==> config.mk <==
export PLATFORM = sky130hd
export DESIGN_NAME = counter_bank_flat
export DESIGN_NICKNAME = d
export VERILOG_FILES = /design/src/rtl/counter_bank_pkg.sv /design/src/rtl/counter_bank_if.sv /design/src/rtl/counter_bank_channel.sv /design/src/rtl/counter_bank.sv /design/src/flat_wrapper.sv
export SDC_FILE = /design/constraint.sdc
export NUM_CORES = 1
export LEC_CHECK = 0
export ABC_CLOCK_PERIOD_IN_PS = 1400
export CORE_MARGIN = 3
export CORE_UTILIZATION = 40
export CTS_CLUSTER_SIZE = 10
export DETAILED_ROUTE_END_ITERATION = 12
export DONT_BUFFER_PORTS = 1
export PLACE_DENSITY_LB_ADDON = 0.1
export SYNTH_ARGS = -nofsm -noshare
export SYNTH_HDL_FRONTEND = slang
export SYNTH_HIERARCHICAL = 1
export SYNTH_SLANG_ARGS = --single-unit
==> constraint.sdc <==
create_clock -name clk -period 1.4 [get_ports clk]
set_clock_uncertainty 0.05 [all_clocks]
set_input_delay 0.28 -clock clk [delete_from_list [all_inputs] [get_ports clk]]
set_output_delay 0.28 -clock clk [all_outputs]
set_load 0.005 [all_outputs]
==> src/rtl/counter_bank_pkg.sv <==
// Shared types, parameter defaults and helpers for the counter bank.
package counter_bank_pkg;

  localparam int DEFAULT_WIDTH       = 4;
  localparam int DEFAULT_CHANNELS    = 4;
  localparam int DEFAULT_WRAP        = 1;
  localparam int DEFAULT_RESET_VALUE = 0;

  typedef enum logic {
    DIR_DOWN = 1'b0,
    DIR_UP   = 1'b1
  } dir_e;

  // One extra bit beyond the index range so out-of-range channels can be addressed.
  function automatic int sel_width(input int channels);
    return $clog2(channels) + 1;
  endfunction

endpackage

==> src/rtl/counter_bank_if.sv <==
// Registered read port of the counter bank: request/select in, valid/data out.
interface counter_bank_if #(
  parameter int CHANNELS = counter_bank_pkg::DEFAULT_CHANNELS,
  parameter int WIDTH    = counter_bank_pkg::DEFAULT_WIDTH
) ();

  localparam int SEL_W = counter_bank_pkg::sel_width(CHANNELS);

  logic             rd_req;
  logic [SEL_W-1:0] rd_sel;
  logic             rd_valid;
  logic [WIDTH-1:0] rd_data;

  modport master (
    output rd_req,
    output rd_sel,
    input  rd_valid,
    input  rd_data
  );

  modport slave (
    input  rd_req,
    input  rd_sel,
    output rd_valid,
    output rd_data
  );

endinterface

==> src/rtl/counter_bank_channel.sv <==
// One up/down counter with parallel load, wrap or saturate at the bounds,
// a registered terminal-count pulse and a sticky overflow flag.
module counter_channel
  import counter_bank_pkg::*;
#(
  parameter int WIDTH       = DEFAULT_WIDTH,
  parameter int WRAP        = DEFAULT_WRAP,
  parameter int RESET_VALUE = DEFAULT_RESET_VALUE
) (
  input  logic             clk,
  input  logic             rst,
  input  logic             en,
  input  logic             dir,
  input  logic             load,
  input  logic [WIDTH-1:0] load_value,
  input  logic             ovf_clr,
  output logic [WIDTH-1:0] count,
  output logic             tc_pulse,
  output logic             ovf
);

  localparam logic [WIDTH-1:0] CNT_MAX = '1;
  localparam logic [WIDTH-1:0] CNT_MIN = '0;
  localparam logic [WIDTH-1:0] RST_VAL = WIDTH'(RESET_VALUE);
  localparam bit               DO_WRAP = (WRAP != 0);

  logic [WIDTH-1:0] count_q, count_d;
  logic             tc_q, tc_d;
  logic             ovf_q, ovf_d;
  logic             event_hit;
  dir_e             step_dir;

  assign step_dir = dir_e'(dir);

  // Next count and event: load beats enable; a step off either bound is the event.
  always_comb begin
    count_d   = count_q;
    event_hit = 1'b0;
    if (load) begin
      count_d = load_value;
    end else if (en) begin
      if (step_dir == DIR_UP) begin
        if (count_q == CNT_MAX) begin
          event_hit = 1'b1;
          count_d   = DO_WRAP ? CNT_MIN : CNT_MAX;
        end else begin
          count_d = count_q + WIDTH'(1);
        end
      end else begin
        if (count_q == CNT_MIN) begin
          event_hit = 1'b1;
          count_d   = DO_WRAP ? CNT_MAX : CNT_MIN;
        end else begin
          count_d = count_q - WIDTH'(1);
        end
      end
    end
    tc_d  = event_hit;
    // Set wins over a same-cycle clear so an event is never lost.
    ovf_d = event_hit | (ovf_q & ~ovf_clr);
  end

  // State registers with synchronous reset.
  always_ff @(posedge clk) begin
    if (rst) begin
      count_q <= RST_VAL;
      tc_q    <= 1'b0;
      ovf_q   <= 1'b0;
    end else begin
      count_q <= count_d;
      tc_q    <= tc_d;
      ovf_q   <= ovf_d;
    end
  end

  assign count    = count_q;
  assign tc_pulse = tc_q;
  assign ovf      = ovf_q;

endmodule

==> src/rtl/counter_bank.sv <==
// Bank of independent up/down counters with a registered indexed read port.
module counter_bank
  import counter_bank_pkg::*;
#(
  parameter int WIDTH       = DEFAULT_WIDTH,
  parameter int CHANNELS    = DEFAULT_CHANNELS,
  parameter int WRAP        = DEFAULT_WRAP,
  parameter int RESET_VALUE = DEFAULT_RESET_VALUE
) (
  input  logic                      clk,
  input  logic                      rst,
  input  logic [CHANNELS-1:0]       en,
  input  logic [CHANNELS-1:0]       dir,
  input  logic [CHANNELS-1:0]       load,
  input  logic [CHANNELS*WIDTH-1:0] load_value,
  input  logic [CHANNELS-1:0]       ovf_clr,
  output logic [CHANNELS*WIDTH-1:0] count,
  output logic [CHANNELS-1:0]       tc_pulse,
  output logic [CHANNELS-1:0]       ovf,
  counter_bank_if.slave             rd_bus
);

  localparam int SEL_W = sel_width(CHANNELS);

  logic             rd_valid_q, rd_valid_d;
  logic [WIDTH-1:0] rd_data_q, rd_data_d;

  for (genvar i = 0; i < CHANNELS; i++) begin : g_chan
    counter_channel #(
      .WIDTH       (WIDTH),
      .WRAP        (WRAP),
      .RESET_VALUE (RESET_VALUE)
    ) u_chan (
      .clk        (clk),
      .rst        (rst),
      .en         (en[i]),
      .dir        (dir[i]),
      .load       (load[i]),
      .load_value (load_value[i*WIDTH +: WIDTH]),
      .ovf_clr    (ovf_clr[i]),
      .count      (count[i*WIDTH +: WIDTH]),
      .tc_pulse   (tc_pulse[i]),
      .ovf        (ovf[i])
    );
  end

  // Read mux over the registered counts, so the response carries the pre-update value;
  // an out-of-range select matches no channel and returns zero.
  always_comb begin
    rd_valid_d = rd_bus.rd_req;
    rd_data_d  = '0;
    if (rd_bus.rd_req) begin
      for (int i = 0; i < CHANNELS; i++) begin
        if (rd_bus.rd_sel == SEL_W'(i)) begin
          rd_data_d = count[i*WIDTH +: WIDTH];
        end
      end
    end
  end

  // Read response registers; reset drops any request in flight.
  always_ff @(posedge clk) begin
    if (rst) begin
      rd_valid_q <= 1'b0;
      rd_data_q  <= '0;
    end else begin
      rd_valid_q <= rd_valid_d;
      rd_data_q  <= rd_data_d;
    end
  end

  assign rd_bus.rd_valid = rd_valid_q;
  assign rd_bus.rd_data  = rd_data_q;

endmodule
==> src/flat_wrapper.sv <==
// flat-port wrapper written by rule: the top's interface ports become plain ports
module counter_bank_flat import counter_bank_pkg::*;
#(
  parameter int WIDTH       = DEFAULT_WIDTH,
  parameter int CHANNELS    = DEFAULT_CHANNELS,
  parameter int WRAP        = DEFAULT_WRAP,
  parameter int RESET_VALUE = DEFAULT_RESET_VALUE
)
  (clk, rst, en, dir, load, load_value, ovf_clr, count, tc_pulse, ovf, rd_bus_rd_req, rd_bus_rd_sel, rd_bus_rd_valid, rd_bus_rd_data);
  counter_bank_if #(.CHANNELS(CHANNELS), .WIDTH(WIDTH)) rd_bus_i ();
  input  logic clk;
  input  logic rst;
  input  logic [CHANNELS-1:0] en;
  input  logic [CHANNELS-1:0] dir;
  input  logic [CHANNELS-1:0] load;
  input  logic [CHANNELS*WIDTH-1:0] load_value;
  input  logic [CHANNELS-1:0] ovf_clr;
  output logic [CHANNELS*WIDTH-1:0] count;
  output logic [CHANNELS-1:0] tc_pulse;
  output logic [CHANNELS-1:0] ovf;
  input wire logic [$bits(rd_bus_i.rd_req)-1:0] rd_bus_rd_req;
  input wire logic [$bits(rd_bus_i.rd_sel)-1:0] rd_bus_rd_sel;
  output wire logic [$bits(rd_bus_i.rd_valid)-1:0] rd_bus_rd_valid;
  output wire logic [$bits(rd_bus_i.rd_data)-1:0] rd_bus_rd_data;
  assign rd_bus_i.rd_req = rd_bus_rd_req;
  assign rd_bus_i.rd_sel = rd_bus_rd_sel;
  assign rd_bus_rd_valid = rd_bus_i.rd_valid;
  assign rd_bus_rd_data = rd_bus_i.rd_data;
  counter_bank #(.WIDTH(WIDTH), .CHANNELS(CHANNELS), .WRAP(WRAP), .RESET_VALUE(RESET_VALUE)) u_core (.clk(clk), .rst(rst), .en(en), .dir(dir), .load(load), .load_value(load_value), .ovf_clr(ovf_clr), .count(count), .tc_pulse(tc_pulse), .ovf(ovf), .rd_bus(rd_bus_i));
endmodule
==> results.py <==
metrics = {
    "min_path": {
        "hold_path_class": "input port to flip-flop",
    },
    "critical_path": {
        "startpoint_type": "flip-flop",
        "critPathArrivalTime_ns": 1.46,
        "path_class": "flip-flop to flip-flop",
        "worstSetupStartpoint": "u_core/g_chan[2].u_chan/count[1]",
        "endpoint_kind": "flip-flop",
        "required_ns": 1.53,
        "cp_max_fo": 5,
        "r2r_setup_slack_ns": 0.07,
        "r2r-start": "u_core/g_chan[2].u_chan/count[1]",
        "worstReg2RegEnd": "u_core/g_chan[2].u_chan/count[1]",
        "r2r_cells": 6,
        "worstSetupEndpoint": "u_core/g_chan[2].u_chan/count[1]",
    },
    "final_layout": {
        "layout_common_cells": "23 x inv_1, 22 x dfxtp_1, 20 x a21oi_1",
        "layout-drive-gt1-share_pct": 18.9,
        "fin_area_sq_um": 2140,
        "syn_to_final_growth_pct": 12.1,
        "seq_area_sq_um": 594,
        "layout_commonest_cell": "inv_1",
        "fillCellCount": 448,
        "multi_input_area_sq_um": 1190,
        "fin_nets": 289,
        "antenna_cells": 0,
    },
    "yosys": {
        "syn-num-nets": 279,
        "netlist_area_sq_um": 1910,
        "ys_ff_latch": 29,
        "synth_cell_type_count": 31,
        "syn_avg_cell_area_sq_um": 8.19,
        "synthCells": 233,
        "ys_seq_area_share_pct": 30.4,
        "ys_warn_count": 6,
    },
    "placed_design": {
        "hpwl_mm": 3.30,
        "io_buffers": 0,
        "postPlaceCellArea_sq_um": 1990,
        "pre_cts_ws_ns": 0.0763,
        "gp_congestion": 0.744,
    },
    "floorplan": {
        "rows": 24,
        "dieArea_sq_um": 5640,
        "fp.coreArea_sq_um": 4470,
        "initial_utilization_pct": 42.7,
        "num_io_pins": 67,
        "die_h_um": 75.1,
        "die_x_um": 75.1,
    },
    "global_route": {
        "first_global_vias": 1562,
        "grt_util_all_layers_pct": 16.9,
        "grt_overflow": 0,
        "grt_pass1_wl_mm": 7.30,
        "antenna_found_initial": 0,
        "grt_max_degree": 23,
    },
    "power": {
        "p_sw_share_pct": 26.6,
        "p_total_uw": 2290,
        "ir_drop_uv": 1000,
        "power.density_nw_per_um2": 1070,
        "power_frac_seq_pct": 42.2,
        "internal_power_uw": 1680,
        "clkPwrFrac_pct": 39.1,
        "p_leak_uw": 0.000933,
        "combPwrFrac_pct": 18.8,
        "switchingPower_uw": 611,
    },
    "timing": {
        "max_freq_mhz": 753,
        "finalHoldViolCount": 0,
        "drv_slew": 0,
        "timing.final.crit_share_pct": 94.9,
        "fin_setup_tns_ns": 0,
        "min_period_ns": 1.33,
        "finalSetupViolations": 0,
        "setup_ws_ns": 0.0713,
        "maxSlewHeadroom_pct": 72.3,
        "rsz0062_at_grt": "true",
        "worstMarginPinSlew_ns": 0.415,
        "hold_slack_ns": 0.00530,
    },
    "route": {
        "first_iter_violations": 72,
        "postRouteAntennaNets": 0,
        "dr.pass1.iters": 4,
        "wl_mm": 4.62,
        "drcViolationCount": 0,
        "drt-wirelength-per-cell_um": 15.6,
        "vias": 1704,
        "viasPerCell": 5.76,
    },
    "clock_network": {
        "cts-root-buf": "clkbuf_8",
        "cts_sinks": 29,
        "hold_buffers": 1,
        "cts.path.max_buffers": 2,
        "insertion_delay_ns": 0.28,
        "path_clk_slew_ns": 0.07,
        "cts_tree": "built",
        "numCtsBuffers": 5,
        "cts_max_level": 2,
    },
    "outcome": {
        "status": "finished clean",
    },
    "flow_run": {
        "drv_cap": 0,
    },
}
==> sequential cells by signal, summed over array words and instances (netlist names) <==
| register | flops |
|---|---|
| u_core/g_chan.u_chan/tc_pulse | 4 |
| u_core/g_chan.u_chan/count | 16 |
| u_core/rd_bus.rd_valid | 1 |
| u_core/g_chan.u_chan/ovf | 4 |
| u_core/rd_bus.rd_data | 4 |
==> layout make-up <==
type	count	share of cell area, %
multi-input cells	172	55.6
flip-flops and latches	29	27.8
inverters	24	4.21
clock buffers	7	4.04
repair buffers	11	3.98
well taps	52	3.04
clock inverters	1	1.40
==> worst min-delay path by stage <==
stage	start	to	slack [ns]	cells past startpoint
5_1_grt	rst	u_core/g_chan[2].u_chan/count[1]	-0.009	1
4_1_cts	rst	u_core/g_chan[2].u_chan/ovf	0.0002	1
3_5_place_dp	rst	u_core/g_chan[3].u_chan/count[0]	0.29	1
3_3_place_gp	rst	u_core/g_chan[0].u_chan/count[0]	0.29	1
2_1_floorplan	rst	u_core/g_chan[0].u_chan/count[0]	0.29	1
6_report	rst	u_core/g_chan[2].u_chan/count[1]	0.005	1
==> cells in the mapped netlist <==
cell / number / share of area, %
a21o_1: 4 / 1.6
mux2_1: 4 / 2.4
dfxtp_1: 29 / 30
o21ba_1: 4 / 2.1
and3_1: 4 / 1.3
o22ai_2: 1 / 0.66
clkbuf_1: 4 / 0.79
a221oi_2: 4 / 3.1
o22ai_1: 3 / 0.98
nor2b_1: 5 / 1.6
nand2b_1: 6 / 2.0
inv_1: 24 / 4.7
nand3_1: 4 / 1.0
nand2_1: 16 / 3.1
o31ai_1: 8 / 3.1
nor3_1: 4 / 1.0
buf_6: 4 / 2.4
o21ai_1: 16 / 4.2
a21oi_2: 4 / 1.8
xor2_1: 4 / 1.8
nand4_1: 4 / 1.3
nand2b_4: 4 / 2.9
nor3_2: 4 / 2.1
ha_1: 8 / 5.2
xnor2_1: 4 / 1.8
a21oi_1: 20 / 5.2
nor2_1: 16 / 3.1
a31oi_1: 12 / 3.9
mux2i_1: 4 / 2.1
o21a_1: 4 / 1.6
nand3b_1: 1 / 0.39
==> worst max-delay path, stage by stage (launching register included) <==
cell and delay (ns):
dfxtp_2 0.36, inv_1 0.05, ha_1 0.29, xnor2_1 0.13
mux2i_1 0.14, o21ai_1 0.07, nor2b_2 0.14
==> power groups by stage <==
stage | Sequential (uW) | Clock (uW) | Combinational [uW]
after floorplan | 968 | 0 | 360
after global placement | 985 | 0 | 416
after detailed placement | 984 | 0 | 419
after CTS | 966 | 933 | 427
after global routing | 980 | 956 | 480
final | 967 | 895 | 430
==> metrics by stage <==
stage,std cells,util (%)
2_1_floorplan,233,-
3_3_place_gp,287,44.6
3_5_place_dp,287,44.6
4_1_cts,296,47.4
5_1_grt,296,47.8
6_report,296,47.8
==> layer usage <==
metal  GRT usage (%)  up-vias  part of all wire [%]
li1                -      843                     -
met1            21.6      793                    45
met2            25.6       62                    45
met3            6.68        6                   8.6
met4            5.93        0                   1.4
met5               0        -                     0
==> cell families after synthesis <==
group	Yosys count	synth area share (%)
compound gates	80	28.4
simple gates	68	20.0
buf+inv	32	7.86
flops	29	30.4
xor+xnor	8	3.67
mux	8	4.46
fa+ha+maj	8	5.24
==> what timing repair did <==
item | in CTS | in global routing
gates resized for setup | 0 | 10
hold endpoints to repair | 4 | 1
setup buffers | 0 | 0
setup endpoints to repair | 0 | 6
Note: power is estimated with default switching activity, not from simulation.
